$ cat config.mk
export PLATFORM = sky130hd
export DESIGN_NAME = lif_config_sequencer
export DESIGN_NICKNAME = d
export VERILOG_FILES = /design/src/rtl/lif_cfg_pkg.sv /design/src/rtl/lif_cfg_serializer.sv /design/src/rtl/lif_config_sequencer.sv
export SDC_FILE = /design/constraint.sdc
export NUM_CORES = 1
export LEC_CHECK = 0
export CAP_MARGIN = 20
export CORE_MARGIN = 1.5
export CORE_UTILIZATION = 49
export CTS_CLUSTER_DIAMETER = 60
export DETAILED_ROUTE_END_ITERATION = 7
export GPL_ROUTABILITY_DRIVEN = 0
export PLACE_DENSITY = 0.77
export RECOVER_POWER = 100
export SKIP_LAST_GASP = 1
export SLEW_MARGIN = 30
export SYNTH_ARGS = -nofsm -noshare
export SYNTH_HDL_FRONTEND = slang
export SYNTH_SLANG_ARGS = --single-unit
$ cat constraint.sdc
create_clock -name clk_i -period 1.9 [get_ports clk_i]
set_input_delay 0.19 -clock clk_i [delete_from_list [all_inputs] [get_ports clk_i]]
set_output_delay 0.19 -clock clk_i [all_outputs]
set_load 0.1 [all_outputs]
$ cat src/rtl/lif_cfg_pkg.sv
// Shared definitions for the LIF configuration path: frame layout, FSM states
// and result codes, also used by the data loader and its models.
package lif_cfg_pkg;

    localparam int FRAME_W  = 24;
    localparam int CNT_W    = $clog2(FRAME_W);

    localparam int WA_LSB   = 21;
    localparam int WB_LSB   = 18;
    localparam int LEAK_LSB = 16;
    localparam int TMIN_LSB = 8;
    localparam int TMAX_LSB = 0;

    typedef enum logic [1:0] {
        IDLE,
        SHIFT,
        WAIT
    } state_e;

    localparam logic [1:0] ERR_OK      = 2'd0;
    localparam logic [1:0] ERR_RANGE   = 2'd1;
    localparam logic [1:0] ERR_TIMEOUT = 2'd2;
    localparam logic [1:0] ERR_ABORT   = 2'd3;

    function automatic logic [FRAME_W-1:0] pack_frame(
        input logic [2:0] weight_a,
        input logic [2:0] weight_b,
        input logic [1:0] leak,
        input logic [7:0] tmin,
        input logic [7:0] tmax
    );
        logic [FRAME_W-1:0] frame;
        frame                 = '0;
        frame[WA_LSB   +: 3]  = weight_a;
        frame[WB_LSB   +: 3]  = weight_b;
        frame[LEAK_LSB +: 2]  = leak;
        frame[TMIN_LSB +: 8]  = tmin;
        frame[TMAX_LSB +: 8]  = tmax;
        return frame;
    endfunction

endpackage

$ cat src/rtl/lif_cfg_serializer.sv
// MSB-first frame shift register with bit counter; zero-fills so the line
// idles low once the whole frame has been shifted out.
module lif_cfg_serializer
    import lif_cfg_pkg::*;
(
    input  logic               clk_i,
    input  logic               reset_i,
    input  logic               clr_i,
    input  logic               load_i,
    input  logic               shift_i,
    input  logic [FRAME_W-1:0] frame_i,
    output logic               msb_o,
    output logic               last_bit_o
);

    logic [FRAME_W-1:0] shreg_q;
    logic [CNT_W-1:0]   cnt_q;

    // NOTE: sequential state is updated with <= so every flop samples
    // pre-edge values regardless of statement order.
    always_ff @(posedge clk_i) begin
        if (reset_i || clr_i) begin
            shreg_q <= '0;
            cnt_q   <= '0;
        end else if (load_i) begin
            shreg_q <= frame_i;
            cnt_q   <= '0;
        end else if (shift_i) begin
            shreg_q <= {shreg_q[FRAME_W-2:0], 1'b0};
            cnt_q   <= cnt_q + CNT_W'(1);
        end
    end

    assign msb_o      = shreg_q[FRAME_W-1];
    assign last_bit_o = (cnt_q == CNT_W'(FRAME_W - 1));

endmodule

$ cat src/rtl/lif_config_sequencer.sv
// Accepts a parameter bundle, range-checks it, shifts it to the neuron system
// and waits for a low-then-high params_ready confirmation.
module lif_config_sequencer
    import lif_cfg_pkg::*;
#(
    parameter int TIMEOUT_CYC = 64
) (
    input  logic       clk_i,
    input  logic       reset_i,
    input  logic       enable_i,
    input  logic       cfg_valid_i,
    output logic       cfg_ready_o,
    input  logic [2:0] cfg_weight_a_i,
    input  logic [2:0] cfg_weight_b_i,
    input  logic [1:0] cfg_leak_i,
    input  logic [7:0] cfg_tmin_i,
    input  logic [7:0] cfg_tmax_i,
    input  logic       cfg_abort_i,
    input  logic       params_ready_i,
    output logic       load_mode_o,
    output logic       serial_data_o,
    output logic       neuron_hold_o,
    output logic       cfg_done_o,
    output logic       cfg_err_o,
    output logic [1:0] err_code_o,
    output logic [7:0] load_count_o
);

    state_e     state_q, state_d;
    logic [7:0] timer_q, timer_d;
    logic       seen_low_q, seen_low_d;
    logic       cfg_ready_q, cfg_ready_d;
    logic       load_mode_q, load_mode_d;
    logic       neuron_hold_q, neuron_hold_d;
    logic       cfg_done_q, cfg_done_d;
    logic       cfg_err_q, cfg_err_d;
    logic [1:0] err_code_q, err_code_d;
    logic [7:0] load_count_q, load_count_d;

    logic ser_load, ser_shift, ser_clr, ser_msb, ser_last;

    lif_cfg_serializer u_serializer (
        .clk_i      (clk_i),
        .reset_i    (reset_i),
        .clr_i      (ser_clr),
        .load_i     (ser_load),
        .shift_i    (ser_shift),
        .frame_i    (pack_frame(cfg_weight_a_i, cfg_weight_b_i, cfg_leak_i,
                                cfg_tmin_i, cfg_tmax_i)),
        .msb_o      (ser_msb),
        .last_bit_o (ser_last)
    );

    // NOTE: every variable gets a default before any branch, so no path can
    // leave one unassigned and infer a latch.
    always_comb begin
        state_d       = state_q;
        timer_d       = timer_q;
        seen_low_d    = seen_low_q;
        cfg_ready_d   = cfg_ready_q;
        load_mode_d   = load_mode_q;
        neuron_hold_d = neuron_hold_q;
        cfg_done_d    = cfg_done_q;
        cfg_err_d     = cfg_err_q;
        err_code_d    = err_code_q;
        load_count_d  = load_count_q;
        ser_load      = 1'b0;
        ser_shift     = 1'b0;
        ser_clr       = 1'b0;

        // With enable low everything above simply holds, pulses included.
        if (enable_i) begin
            cfg_done_d = 1'b0;
            cfg_err_d  = 1'b0;

            if (state_q != IDLE && cfg_abort_i) begin
                state_d       = IDLE;
                ser_clr       = 1'b1;
                cfg_ready_d   = 1'b1;
                load_mode_d   = 1'b0;
                neuron_hold_d = 1'b0;
                cfg_err_d     = 1'b1;
                err_code_d    = ERR_ABORT;
            end else begin
                unique case (state_q)
                    IDLE: begin
                        if (cfg_valid_i && cfg_ready_q) begin
                            if (cfg_tmin_i > cfg_tmax_i) begin
                                cfg_err_d  = 1'b1;
                                err_code_d = ERR_RANGE;
                            end else begin
                                ser_load      = 1'b1;
                                err_code_d    = ERR_OK;
                                state_d       = SHIFT;
                                cfg_ready_d   = 1'b0;
                                load_mode_d   = 1'b1;
                                neuron_hold_d = 1'b1;
                            end
                        end
                    end
                    SHIFT: begin
                        ser_shift = 1'b1;
                        if (!params_ready_i) seen_low_d = 1'b1;
                        if (ser_last) begin
                            state_d     = WAIT;
                            load_mode_d = 1'b0;
                            timer_d     = '0;
                            seen_low_d  = 1'b0;
                        end
                    end
                    WAIT: begin
                        if (seen_low_q && params_ready_i) begin
                            state_d       = IDLE;
                            cfg_ready_d   = 1'b1;
                            neuron_hold_d = 1'b0;
                            cfg_done_d    = 1'b1;
                            if (load_count_q != 8'hFF)
                                load_count_d = load_count_q + 8'd1;
                        end else begin
                            if (!params_ready_i) seen_low_d = 1'b1;
                            timer_d = timer_q + 8'd1;
                            if (timer_d == 8'(TIMEOUT_CYC)) begin
                                state_d       = IDLE;
                                cfg_ready_d   = 1'b1;
                                neuron_hold_d = 1'b0;
                                cfg_err_d     = 1'b1;
                                err_code_d    = ERR_TIMEOUT;
                            end
                        end
                    end
                    default: state_d = IDLE;
                endcase
            end
        end
    end

    always_ff @(posedge clk_i) begin
        if (reset_i) begin
            state_q       <= IDLE;
            timer_q       <= '0;
            seen_low_q    <= 1'b0;
            cfg_ready_q   <= 1'b1;
            load_mode_q   <= 1'b0;
            neuron_hold_q <= 1'b0;
            cfg_done_q    <= 1'b0;
            cfg_err_q     <= 1'b0;
            err_code_q    <= ERR_OK;
            load_count_q  <= '0;
        end else begin
            state_q       <= state_d;
            timer_q       <= timer_d;
            seen_low_q    <= seen_low_d;
            cfg_ready_q   <= cfg_ready_d;
            load_mode_q   <= load_mode_d;
            neuron_hold_q <= neuron_hold_d;
            cfg_done_q    <= cfg_done_d;
            cfg_err_q     <= cfg_err_d;
            err_code_q    <= err_code_d;
            load_count_q  <= load_count_d;
        end
    end

    assign cfg_ready_o   = cfg_ready_q;
    assign load_mode_o   = load_mode_q;
    assign serial_data_o = ser_msb;
    assign neuron_hold_o = neuron_hold_q;
    assign cfg_done_o    = cfg_done_q;
    assign cfg_err_o     = cfg_err_q;
    assign err_code_o    = err_code_q;
    assign load_count_o  = load_count_q;

endmodule

# Word level (Yosys, flattened, before mapping)
# Index checks and enable logic that the tools add are counted.
# Widths: inputs -> output; s select.
[totals]
register_bits = 55
output_inout_bits = 16
[classes]
addsub = 3
magnitude_cmp = 1
n_eq_ne = 13
n_mux = 56
bitwise = 1
n_reduce_logical = 18
[ops]
columns = ["op", "n"]
rows = [
  ["$mux 24", 2],
  ["$mux 1", 34],
  ["$reduce_and 5->1", 6],
  ["$mux 2", 10],
  ["$add 8x1->8 const B", 2],
  ["$mux 8", 2],
  ["$pmux 8 s2", 1],
  ["$ne 3x3->1 const B", 5],
  ["$pmux 1 s2", 5],
  ["$eq 8x7->1 const B", 1],
  ["$gt 8x8->1", 1],
  ["$ne 8x8->1 const B", 1],
  ["$pmux 2 s3", 1],
  ["$reduce_bool 2->1", 3],
  ["$reduce_bool 3->1", 2],
  ["$add 5x1->5 const B", 1],
  ["$eq 5x5->1 const B", 1],
  ["$ne 2x2->1 const B", 2],
  ["$ne 4x4->1 const B", 1],
  ["$pmux 2 s2", 1],
  ["$reduce_and 4->1", 1],
  ["$logic_and 1x1->1", 3],
  ["$eq 2x1->1 const B", 1],
  ["$eq 2x2->1 const B", 1],
  ["4 further kinds", 4],
]

# Logic depth before layout (Yosys ltp)
# Gate-level depths: netlist of run 1.
[logic_depth]
ltp_word = 7
ltp_mapped = 11
ltp_nobuf = 8

# Hierarchy
# From an unflattened synthesis of run 1, not the netlist that was laid out.
[unflattened]
cells_unflattened = 332
hier_area_um2 = 2964.1
[by_module_without_submodules]
columns = ["module", "n_inst", "cells_each", "area_each_um2", "seq_area_each_um2"]
rows = [
  ["lif_config_sequencer", 1, 199, 1577.8, 520.5],
  ["lif_cfg_serializer", 1, 133, 1386.3, 580.6],
]

# Least setup slack after synthesis of run 1
# No wires, ideal clock.
[synth_path]
kind = "flip-flop to flip-flop"
startpoint = "register cfg_ready_q (netlist: cfg_ready_o)"
endpoint = "register u_serializer.shreg_q[23]"
arrival_time_ns = 2.113
t_required_ns = 1.814
setup_slack_ns = -0.298
stages_incl_launch_ff = 6
synth_period_minus_slack_ns = 2.198
cell_sequence = "dfxtp_1 nand4_1 or2_1 clkbuf_1 buf_2 a211oi_1"
[synth_between]
elab_chain_len = 6
word_cells_on_any_way = 7
classes_between = "mux: 5; reduce/logical: 2"
[synth_lines]
columns = ["element", "line_no", "text"]
rows = [
  ["start, declared", "lif_config_sequencer.sv:32", "logic cfg_ready_q, cfg_ready_d;"],
  ["start signal, assigned", "lif_config_sequencer.sv:153", "cfg_ready_q <= cfg_ready_d;"],
  ["$logic_and 1x1->1 *", "lif_config_sequencer.sv:87", "if (cfg_valid_i && cfg_ready_q) begin"],
  ["$mux 1 *", "lif_config_sequencer.sv:87", ""],
  ["$mux 1 *", "lif_config_sequencer.sv:85", "unique case (state_q)"],
  ["$mux 1 *", "lif_config_sequencer.sv:76", "if (state_q != IDLE && cfg_abort_i) begin"],
  ["$mux 1 *", "lif_config_sequencer.sv:72", "if (enable_i) begin"],
  ["$mux 24 or $reduce_bool 2->1 (tied branches)", "--", ""],
  ["end signal, assigned", "lif_cfg_serializer.sv:26", "shreg_q <= frame_i;"],
  ["end signal, assigned", "lif_cfg_serializer.sv:29", "shreg_q <= {shreg_q[FRAME_W-2:0], 1'b0};"],
  ["end, declared", "lif_cfg_serializer.sv:16", "logic [FRAME_W-1:0] shreg_q;"],
]
# Every way passes the cells marked *; elsewhere a longest branch is shown, timed or not.
# A chain may end at the register's enable or synchronous reset.

# Worst setup path after layout of run 1
[layout_path]
startpoint = "register timer_q[0]"
endpoint = "register neuron_hold_q (netlist: neuron_hold_o)"
[layout_between]
elab_chain_len = 4
[layout_lines]
columns = ["element", "line_no", "text"]
rows = [
  ["start, declared", "lif_config_sequencer.sv:30", "logic [7:0] timer_q, timer_d;"],
  ["start signal, assigned", "lif_config_sequencer.sv:151", "timer_q <= timer_d;"],
  ["$add 8x1->8", "lif_config_sequencer.sv:121", "timer_d = timer_q + 8'd1;"],
  ["$eq 8x7->1", "lif_config_sequencer.sv:122", "if (timer_d == 8'(TIMEOUT_CYC)) begin"],
  ["$ne 4x4->1 (no source line)", "--", ""],
  ["$reduce_and 5->1 (no source line)", "--", ""],
  ["end signal, assigned", "lif_config_sequencer.sv:155", "neuron_hold_q <= neuron_hold_d;"],
  ["end, declared", "lif_config_sequencer.sv:34", "logic neuron_hold_q, neuron_hold_d;"],
]
# No other way between the ends.

==> flow_metrics.py, run 1 <==
metrics = {
    "clocking": {
        "clk_pin_slew_ns": 0.11,
        "clockRootBuffer": "clkbuf_8",
        "clock_latency_ns": 0.32,
        "cts_tree": "yes",
        "cts_buffer_depth": 2,
        "cts_buffers": 5,
        "htreeDepth": 2,
        "cts_num_sinks": 55,
    },
    "routing": {
        "wl_per_cell_um": 15.4,
        "viasPerCell": 5.66,
        "wirelength_um": 7640,
        "drt.antenna.violating_nets": 0,
        "remaining_drc_errors": 0,
        "drt-pass1-iter-count": 5,
        "vias": 2815,
        "drt_iter0_markers": 152,
    },
    "floorplanning": {
        "core_area_sq_um": 5890,
        "initial_utilization": 0.504,
        "fp.dieW_um": 80.8,
        "die_height_um": 80.8,
        "rows": 28,
        "dieArea_sq_um": 6530,
        "num_io_pins": 46,
    },
    "synthesis": {
        "synthFlopType": "dfxtp_1",
        "yosys.area_share.simple": 0.234,
        "synth_top_family_by_area": "simple AND/OR/NAND/NOR gates",
        "yosysTopAreaCell": "dfxtp_1",
        "yosys-top-cells-count": "dfxtp_1, nor3_1, mux2i_1, nor2_1, a211oi_1",
        "synthTopCellsByArea": "dfxtp_1, mux2i_1, a211oi_1",
        "syn-instance-count": 339,
        "avgSynthCellArea_sq_um": 8.75,
        "ys_seq_elements": 55,
        "synth_cell_types": 48,
        "yosysMostFrequentCell": "dfxtp_1",
        "synth_nets": 383,
        "synthAdderAreaFrac": 0.0590,
        "async_flop_share": 0,
        "synth.yosys.seq_area_share": 0.371,
        "synth_enable_flop_cells": 0,
        "muxShareOfSynthArea": 0.105,
        "synthXorXnorAreaFrac": 0.0325,
        "syn_area_sq_um": 2970,
        "synth_compound_area_frac": 0.150,
        "yosysWarnings": 0,
        "synth_top_area_share": 0.371,
    },
    "sta": {
        "slew_violations": 0,
        "clock-skew-final_ns": 0.0162,
        "slew_headroom": 0.626,
        "hold_viol": 0,
        "min_period_over_period": 1.00,
        "setup_viol": 0,
        "rsz0062_at_grt": "true",
        "fin_setup_tns_ns": 0,
        "max_freq_mhz": 526,
        "whs_ns": 0.290,
        "period_needed_ns": 1.90,
        "worstMarginPinSlew_ns": 0.563,
    },
    "setup_path": {
        "cp_data_arrival_time_ns": 2.11,
        "required_ns": 2.11,
        "worstPathMaxFanout": 5,
        "crit_path_end_kind": "flip-flop",
        "cp-start-kind": "flip-flop",
        "path_class": "flip-flop to flip-flop",
    },
    "grt": {
        "grt_antenna_before_repair": 0,
        "track_usage": 0.237,
        "grt_max_degree": 29,
        "grt_pass1_vias": 2572,
        "grt_pass1_wl_um": 12100,
        "grt.overflow.total": 0,
    },
    "finish": {
        "nFillCells": 454,
        "finalNetCount": 465,
        "area_growth_pct": 39.0,
        "diodes": 0,
        "drive_gt1_frac": 0.325,
    },
    "power": {
        "ir_drop_mv": 0.425,
        "intPower_mw": 1.89,
        "power_frac_seq": 0.455,
        "p_sw_mw": 0.928,
        "pwr-share-comb": 0.298,
        "switching_share": 0.329,
        "powerDensity_nw_per_um2": 683,
        "clkPwrFrac": 0.247,
        "p_leak_nw": 1.80,
    },
    "placement": {
        "io_buffers": 45,
        "dp_hpwl_um": 5170,
    },
    "outcome": {
        "status": "completed",
    },
    "hold_path": {
        "hp-class": "input port to flip-flop",
    },
    "job": {
        "cap_violations": 0,
    },
}
-- metal layers --
| metal | vias up | track usage | wire length, um |
|---|---|---|---|
| li1 | 1405 | - | - |
| met3 | 8 | 0.0449 | 347 |
| met2 | 79 | 0.413 | 3710 |
| met4 | 0 | 0.0517 | 72 |
| met5 | - | 0 | 0 |
| met1 | 1323 | 0.302 | 3510 |
-- power groups by stage --
stage | clock network [mW] | logic (mW) | registers, mW
6_report | 0.697 | 0.839 | 1.28
4_1_cts | 0.707 | 0.812 | 1.28
3_5_place_dp | 0 | 0.761 | 1.31
3_3_place_gp | 0 | 0.747 | 1.31
2_1_floorplan | 0 | 0.375 | 1.43
5_1_grt | 0.756 | 0.893 | 1.29
-- cell type report --
type	count	area, sq um	area share
Clock buffer	6	82.6	0.0200
Clock inverter	2	16.3	0.00394
Inverter	12	45.0	0.0109
Timing Repair Buffer	96	843	0.204
Multi-Input combinational cell	251	1920	0.465
Sequential cell	55	1130	0.273
Tap cell	75	93.8	0.0227
-- cells in the final DEF, fill, tap and decap left out, types with 5 or more instances in the layout --
cell	count
a211oi_1	15
clkdlybuf4s50_1	15
inv_2	5
xor2_1	7
clkbuf_2	15
o21ai_0	9
dlymetal6s2s_1	6
a211oi_2	10
nor3_1	34
a21o_1	5
nand3b_1	6
dfxtp_1	38
a21oi_1	11
inv_1	7
ha_1	7
ha_4	6
mux2i_1	28
nand3_1	8
nand4_1	9
dlygate4sd2_1	8
buf_4	46
nand2_1	17
dfxtp_2	15
nor2_1	25
clkbuf_8	6
-- state kept, by name, summed over array words and instances, names as in the netlist --
register	cells
seen_low_q	1
err_code_o	2
cfg_ready_o	1
u_serializer.cnt_q	5
timer_q	8
neuron_hold_o	1
state_q	2
load_mode_o	1
load_count_o	8
cfg_done_o	1
cfg_err_o	1
u_serializer.shreg_q	24
-- cell families (layout without fill, tap and decap cells) --
family	count (synthesis)	in the layout
and+or+nand+nor	130	130
AOI/OAI and AO/OA	65	65
DFF	55	55
buffers and inverters	33	116
muxes	31	31
adders and majority gates	14	14
xor gates and xnor gates	11	11
-- per-stage QoR --
stage	cells	utilization	instance area [sq um]	power, mW	setup slack [ns]
3_3_place_gp	483	0.641	3770	2.05	-0.358
5_1_grt	497	0.701	4130	2.94	-0.0464
3_5_place_dp	483	0.641	3770	2.07	-0.478
4_1_cts	494	0.681	4010	2.80	0.00496
6_report	497	0.701	4130	2.82	0.000565
2_1_floorplan	339	-	3000	1.80	0.00552
-- worst max-delay path, cell delays in order (launching register included) --
cell and delay [ns]:
dfxtp_4 0.39, ha_4 0.15, nand2_4 0.05, or3_4 0.38, a22oi_2 0.25, a211o_2 0.19
nand3_2 0.08, mux2_4 0.30
-- worst paths after layout --
path                           startpoint                                    to  slack (ns)  cells past startpoint
max               timer_q[0]$_SDFFE_PP0P_            neuron_hold_o$_SDFFE_PP0P_      0.0006                      7
min                         cfg_tmin_i[0]  u_serializer.shreg_q[8]$_SDFFE_PP0P_        0.29                      3
max reg2reg       timer_q[0]$_SDFFE_PP0P_            neuron_hold_o$_SDFFE_PP0P_      0.0006                      7
min reg2reg  load_count_o[6]$_SDFFE_PP0P_          load_count_o[6]$_SDFFE_PP0P_        0.47                      1
-- what timing repair did --
| action | 4_1_cts | 5_1_grt |
|---|---|---|
| setup endpoints to repair | 32 | 46 |
| gates resized for setup | 30 | 34 |
| pin swaps | 8 | 16 |
| gates cloned | 1 | 1 |
| buffers inserted | 2 | 2 |
| hold buffers | 0 | 0 |
Power figures use the tool's default switching activity.
==> run 2: changes to the inputs <==
--- a/config.mk
+++ b/config.mk
@@ -6,6 +6,7 @@
 export NUM_CORES = 1
 export LEC_CHECK = 0
 export CAP_MARGIN = 20
+export CORE_ASPECT_RATIO = 1.25
 export CORE_MARGIN = 1.5
 export CORE_UTILIZATION = 49
 export CTS_CLUSTER_DIAMETER = 60
==> flow_metrics.py, run 2 (synthesis results as in run 1) <==
metrics = {
    "finish": {
        "design_area_sq_um": 4160,
        "finalNetCount": 466,
        "area_growth_pct": 40.1,
        "final_cell_mix": "buf_4, dfxtp_1, nor3_1, mux2i_1, nor2_1",
        "utilization": 0.714,
        "top_register": "u_serializer.shreg_q",
        "final_common_cell": "buf_4",
        "largest_reg_flops": 24,
        "drive_gt1_frac": 0.329,
        "nFillCells": 451,
        "diodes": 0,
        "fin_cells": 489,
    },
    "sta": {
        "slew_violations": 0,
        "max_freq_mhz": 534,
        "rsz0062_at_grt": "true",
        "period_needed_ns": 1.87,
        "slew_headroom": 0.637,
        "clock-skew-final_ns": 0.00891,
        "min_period_over_period": 0.985,
        "worst_slack_ns": 0.0290,
        "hold_viol": 0,
        "worstMarginPinSlew_ns": 0.547,
        "setup_viol": 0,
    },
    "job": {
        "cap_violations": 0,
    },
    "clocking": {
        "htreeDepth": 2,
        "clockRootBuffer": "clkbuf_8",
        "clk_pin_slew_ns": 0.10,
        "cts_hold_buf": 0,
        "cts_num_sinks": 55,
        "clock_latency_ns": 0.31,
        "cts_buffer_depth": 2,
        "cts_tree": "yes",
        "cts_buffers": 5,
    },
    "hold_path": {
        "worstHoldEndpoint": "u_serializer.shreg_q[2]$_SDFFE_PP0P_",
        "holdPathStages": 3,
        "min_from": "cfg_tmax_i[2]",
        "hp-class": "input port to flip-flop",
    },
    "placement": {
        "io_buffers": 45,
        "dp_cells": 472,
        "place_area_sq_um": 3740,
        "dp_hpwl_um": 5160,
        "place_ws_ns": -0.438,
    },
    "floorplanning": {
        "die_height_um": 90.0,
        "dieArea_sq_um": 6540,
        "core_area_sq_um": 5820,
        "fp.dieW_um": 72.6,
        "initial_utilization": 0.510,
        "num_io_pins": 46,
        "rows": 31,
    },
    "setup_path": {
        "slowest_delay_ns": 0.39,
        "path_class": "flip-flop to flip-flop",
        "cp_cell_sequence": "ha_4, nand2_2, or3_1, a22oi_2, a211o_2, nand3_4, mux2_4",
        "r2r-end": "neuron_hold_o$_SDFFE_PP0P_",
        "cp_data_arrival_time_ns": 2.08,
        "required_ns": 2.11,
        "reg2reg_setup_slack_ns": 0.03,
        "r2r_cells": 7,
        "cp-start-kind": "flip-flop",
        "crit_path_end_kind": "flip-flop",
        "cp_num_buf_inv": 0,
        "worstPathMaxFanout": 4,
        "cp_slowest_cell": "dfxtp_4",
        "r2r_start": "timer_q[1]$_SDFFE_PP0P_",
        "cpLargestDelayFamily": "simple AND/OR/NAND/NOR gates",
    },
    "routing": {
        "remaining_drc_errors": 0,
        "drt.antenna.violating_nets": 0,
        "drt-pass1-iter-count": 5,
        "drt_iter0_markers": 92,
        "vias": 2857,
        "viasPerCell": 5.84,
        "wl_per_cell_um": 15.7,
        "wirelength_um": 7680,
    },
    "grt": {
        "grt.overflow.total": 0,
        "track_usage": 0.230,
        "grt_antenna_before_repair": 0,
        "grt_pass1_vias": 2786,
        "grt_pass1_wl_um": 12300,
        "grt_max_degree": 29,
    },
    "power": {
        "ir_drop_mv": 0.388,
        "p_leak_nw": 1.79,
        "total_power_mw": 2.93,
        "powerDensity_nw_per_um2": 705,
    },
    "outcome": {
        "status": "completed",
    },
}
[run 2: cell count changes in the layout (fill, tap and decap cells not counted), sizes merged]
cell / previous run / this run
clkinv: 1 / 2
clkinvlp: 1 / 0
dlymetal6s2s: 6 / 7
bufinv: 0 / 1
bufbuf: 0 / 1
clkdlybuf4s50: 15 / 14
clkbuf: 22 / 21
[run 2: final cells by class]
type                            count  area (sq um)  share of cell area
Inverter                           12          45.0              0.0108
Multi-Input combinational cell    251          1950               0.469
Clock buffer                        5          68.8              0.0166
Timing Repair Buffer               97           837               0.201
Sequential cell                    55          1130               0.272
Tap cell                           66          82.6              0.0199
Clock inverter                      3          43.8              0.0105
[run 2: timing repair]
action	CTS	global route
resized for setup	37	37
buffers inserted	1	6
setup endpoints to repair	33	30
gates cloned	2	0
pin swaps	9	16
[run 2: metrics by stage]
stage	hold WS, ns	TNS (ns)
after CTS	0.392	0
after global routing	0.321	-0.123
final	0.299	0
after floorplan	0.332	0
after detailed placement	0.450	-13.55
after global placement	0.448	-11.71
[run 2: how the worst max path moves through the flow]
stage	start	to	slack, ns	cells after the start
final	timer_q[1]$_SDFFE_PP0P_	neuron_hold_o$_SDFFE_PP0P_	0.03	7
after global routing	timer_q[1]$_SDFFE_PP0P_	err_code_o[0]$_SDFFE_PP0P_	-0.06	8
after CTS	timer_q[0]$_SDFFE_PP0P_	neuron_hold_o$_SDFFE_PP0P_	0.0009	7
after detailed placement	cfg_tmax_i[5]	u_serializer.shreg_q[18]$_SDFFE_PP0P_	-0.44	10
after global placement	cfg_tmax_i[1]	u_serializer.shreg_q[3]$_SDFFE_PP0P_	-0.35	10
after floorplan	load_count_o[2]$_SDFFE_PP0P_	load_count_o[5]$_SDFFE_PP0P_	0.006	5
[run 2: power by group]
part / switching [mW] / internal, mW / total, mW
Combinational: 0.483 / 0.371 / 0.854
Clock: 0.397 / 0.393 / 0.790
Sequential: 0.0555 / 1.23 / 1.28
[run 2: tightest hold or removal path, delay by kind of cell]
family	cells	cell delay, ns
buf+inv	1	0.11
compound gates	1	0.20
simple gates	1	0.06
[run 2: layer usage]
metal  vias to the layer above  GRT usage  share of wire
li1                       1401          -              -
met1                      1351      0.265           0.43
met2                        84      0.420           0.51
met3                        21     0.0303          0.036
met4                         0     0.0802          0.025
met5                         -          0              0
==> run 3: changes to the inputs <==
--- a/config.mk
+++ b/config.mk
@@ -8,14 +8,15 @@
 export CAP_MARGIN = 20
 export CORE_ASPECT_RATIO = 1.25
 export CORE_MARGIN = 1.5
-export CORE_UTILIZATION = 49
+export CORE_UTILIZATION = 50
 export CTS_CLUSTER_DIAMETER = 60
 export DETAILED_ROUTE_END_ITERATION = 7
 export GPL_ROUTABILITY_DRIVEN = 0
-export PLACE_DENSITY = 0.77
+export PLACE_DENSITY = 0.75
 export RECOVER_POWER = 100
 export SKIP_LAST_GASP = 1
 export SLEW_MARGIN = 30
 export SYNTH_ARGS = -nofsm -noshare
 export SYNTH_HDL_FRONTEND = slang
 export SYNTH_SLANG_ARGS = --single-unit
+export TNS_END_PERCENT = 20
==> constraint.sdc (replaced) <==
create_clock -name clk_i -period 2.2 [get_ports clk_i]
set_input_delay 0.22 -clock clk_i [delete_from_list [all_inputs] [get_ports clk_i]]
set_output_delay 0.22 -clock clk_i [all_outputs]
set_load 0.1 [all_outputs]
==> flow_metrics.py, run 3 (synthesis results as in run 1) <==
metrics = {
    "grt": {
        "grt_max_degree": 24,
        "grt_pass1_wl_um": 11500,
        "grt_antenna_before_repair": 0,
        "track_usage": 0.221,
        "grt_pass1_vias": 2654,
        "grt.overflow.total": 0,
    },
    "floorplanning": {
        "fp.dieW_um": 71.9,
        "core_area_sq_um": 5780,
        "num_io_pins": 46,
        "rows": 31,
        "initial_utilization": 0.514,
        "dieArea_sq_um": 6410,
        "die_height_um": 89.1,
    },
    "routing": {
        "drt.antenna.violating_nets": 0,
        "viasPerCell": 5.76,
        "wl_per_cell_um": 14.6,
        "remaining_drc_errors": 0,
        "drt-pass1-iter-count": 4,
        "wirelength_um": 6760,
        "drt_iter0_markers": 81,
        "vias": 2672,
    },
    "setup_path": {
        "cp-start-kind": "flip-flop",
        "cp_cell_sequence": "ha_1, nand2_1, or3_1, a22oi_2, a211o_2, nand3_2, mux2_1",
        "worstPathMaxFanout": 5,
        "cp_slowest_cell": "dfxtp_1",
        "crit_path_end_kind": "flip-flop",
        "cpLargestDelayFamily": "simple AND/OR/NAND/NOR gates",
        "slowest_delay_ns": 0.42,
        "path_class": "flip-flop to flip-flop",
        "cp_data_arrival_time_ns": 2.29,
        "cp_num_buf_inv": 0,
        "required_ns": 2.41,
    },
    "clocking": {
        "postCtsSetupRepairBufs": 0,
        "cts_num_sinks": 55,
        "cts_resized": 0,
        "cts_buffer_depth": 2,
        "cts_tree": "yes",
        "cts_hold_buf": 0,
        "clock_latency_ns": 0.31,
        "htreeDepth": 2,
        "clockRootBuffer": "clkbuf_8",
        "clk_pin_slew_ns": 0.10,
        "cts_buffers": 5,
    },
    "finish": {
        "design_area_sq_um": 3630,
        "final_common_cell": "dfxtp_1",
        "largest_reg_flops": 24,
        "top_register": "u_serializer.shreg_q",
        "area_growth_pct": 22.3,
        "drive_gt1_frac": 0.111,
        "final_cell_mix": "dfxtp_1, nor3_1, mux2i_1, clkdlybuf4s50_1",
        "finalNetCount": 441,
        "diodes": 0,
        "fin_cells": 464,
    },
    "placement": {
        "dp_hpwl_um": 5070,
        "dp_cells": 456,
        "io_buffers": 45,
        "place_area_sq_um": 3590,
    },
    "sta": {
        "slew_violations": 0,
        "clock-skew-final_ns": 0.0128,
        "slew_headroom": 0.217,
        "period_needed_ns": 2.08,
        "max_freq_mhz": 480,
        "min_period_over_period": 0.947,
        "worstMarginPinSlew_ns": 1.18,
        "hold_viol": 0,
        "rsz0062_at_grt": "true",
        "setup_viol": 0,
    },
    "power": {
        "powerDensity_nw_per_um2": 661,
        "ir_drop_mv": 0.338,
        "total_power_mw": 2.40,
        "p_leak_nw": 1.49,
    },
    "hold_path": {
        "hp-class": "flip-flop to flip-flop",
    },
    "outcome": {
        "status": "completed",
    },
    "job": {
        "cap_violations": 0,
    },
}
==> run 3: changes by cell type in the layout (fill, tap and decap cells not counted), moves of 7 or more <==
cell and delta:
dlymetal6s2s_1 -7, a211oi_2 -12, buf_4 -24, clkbuf_1 +16, dfxtp_2 -10, clkdlybuf4s50_1 +15, dlygate4sd2_1 -8, clkbuf_2 -12
a211oi_1 +12, dfxtp_1 +14
==> run 3: worst reg2reg max path, stage by stage, from the launching register on <==
cell	delay (ns)
dfxtp_1	0.42
ha_1	0.27
nand2_1	0.10
or3_1	0.32
a22oi_2	0.25
a211o_2	0.20
nand3_2	0.10
mux2_1	0.33
==> run 3: path summary, 6_finish.rpt <==
check / startpoint / to / slack, ns / depth (start not counted)
worst max-delay path: timer_q[0]$_SDFFE_PP0P_ / neuron_hold_o$_SDFFE_PP0P_ / 0.12 / 7
worst min-delay path: cfg_done_o$_SDFFE_PP0P_ / cfg_done_o$_SDFFE_PP0P_ / 0.48 / 2
worst max register to register: timer_q[0]$_SDFFE_PP0P_ / neuron_hold_o$_SDFFE_PP0P_ / 0.12 / 7
worst min register to register: cfg_done_o$_SDFFE_PP0P_ / cfg_done_o$_SDFFE_PP0P_ / 0.48 / 2
==> run 3: through the flow <==
| step | TNS, ns | hold WS (ns) | setup slack [ns] | util |
|---|---|---|---|---|
| 2_1_floorplan | 0 | 0.362 | 0.00152 | - |
| 3_3_place_gp | -1.82 | 0.457 | -0.0788 | 0.622 |
| 3_5_place_dp | -3.96 | 0.471 | -0.174 | 0.622 |
| 4_1_cts | 0 | 0.488 | 0.130 | 0.642 |
| 5_1_grt | -0.100 | 0.496 | -0.0258 | 0.628 |
| 6_report | 0 | 0.483 | 0.116 | 0.628 |
==> run 3: power by group <==
part	total (mW)	switching (mW)	internal (mW)
sequential	1.11	0.0431	1.06
clock	0.691	0.323	0.369
combinational	0.601	0.364	0.237
total	2.40	0.729	1.67
==> run 3: cell type report <==
class,instances,area [sq um]
fillers,554,2150
flip-flops and latches,55,1100
inverters,12,45.0
clock inverters,2,35.0
repair buffers,72,568
multi-input cells,251,1720
well taps,66,82.6
clock buffers,6,82.6
==> run 3: metal layers <==
layer / routed length (um) / vias up / GRT usage
met5: 0 / - / 0
met4: 121 / 0 / 0.0909
met3: 235 / 13 / 0.0327
met2: 3350 / 67 / 0.397
met1: 3050 / 1244 / 0.263
li1: - / 1348 / -
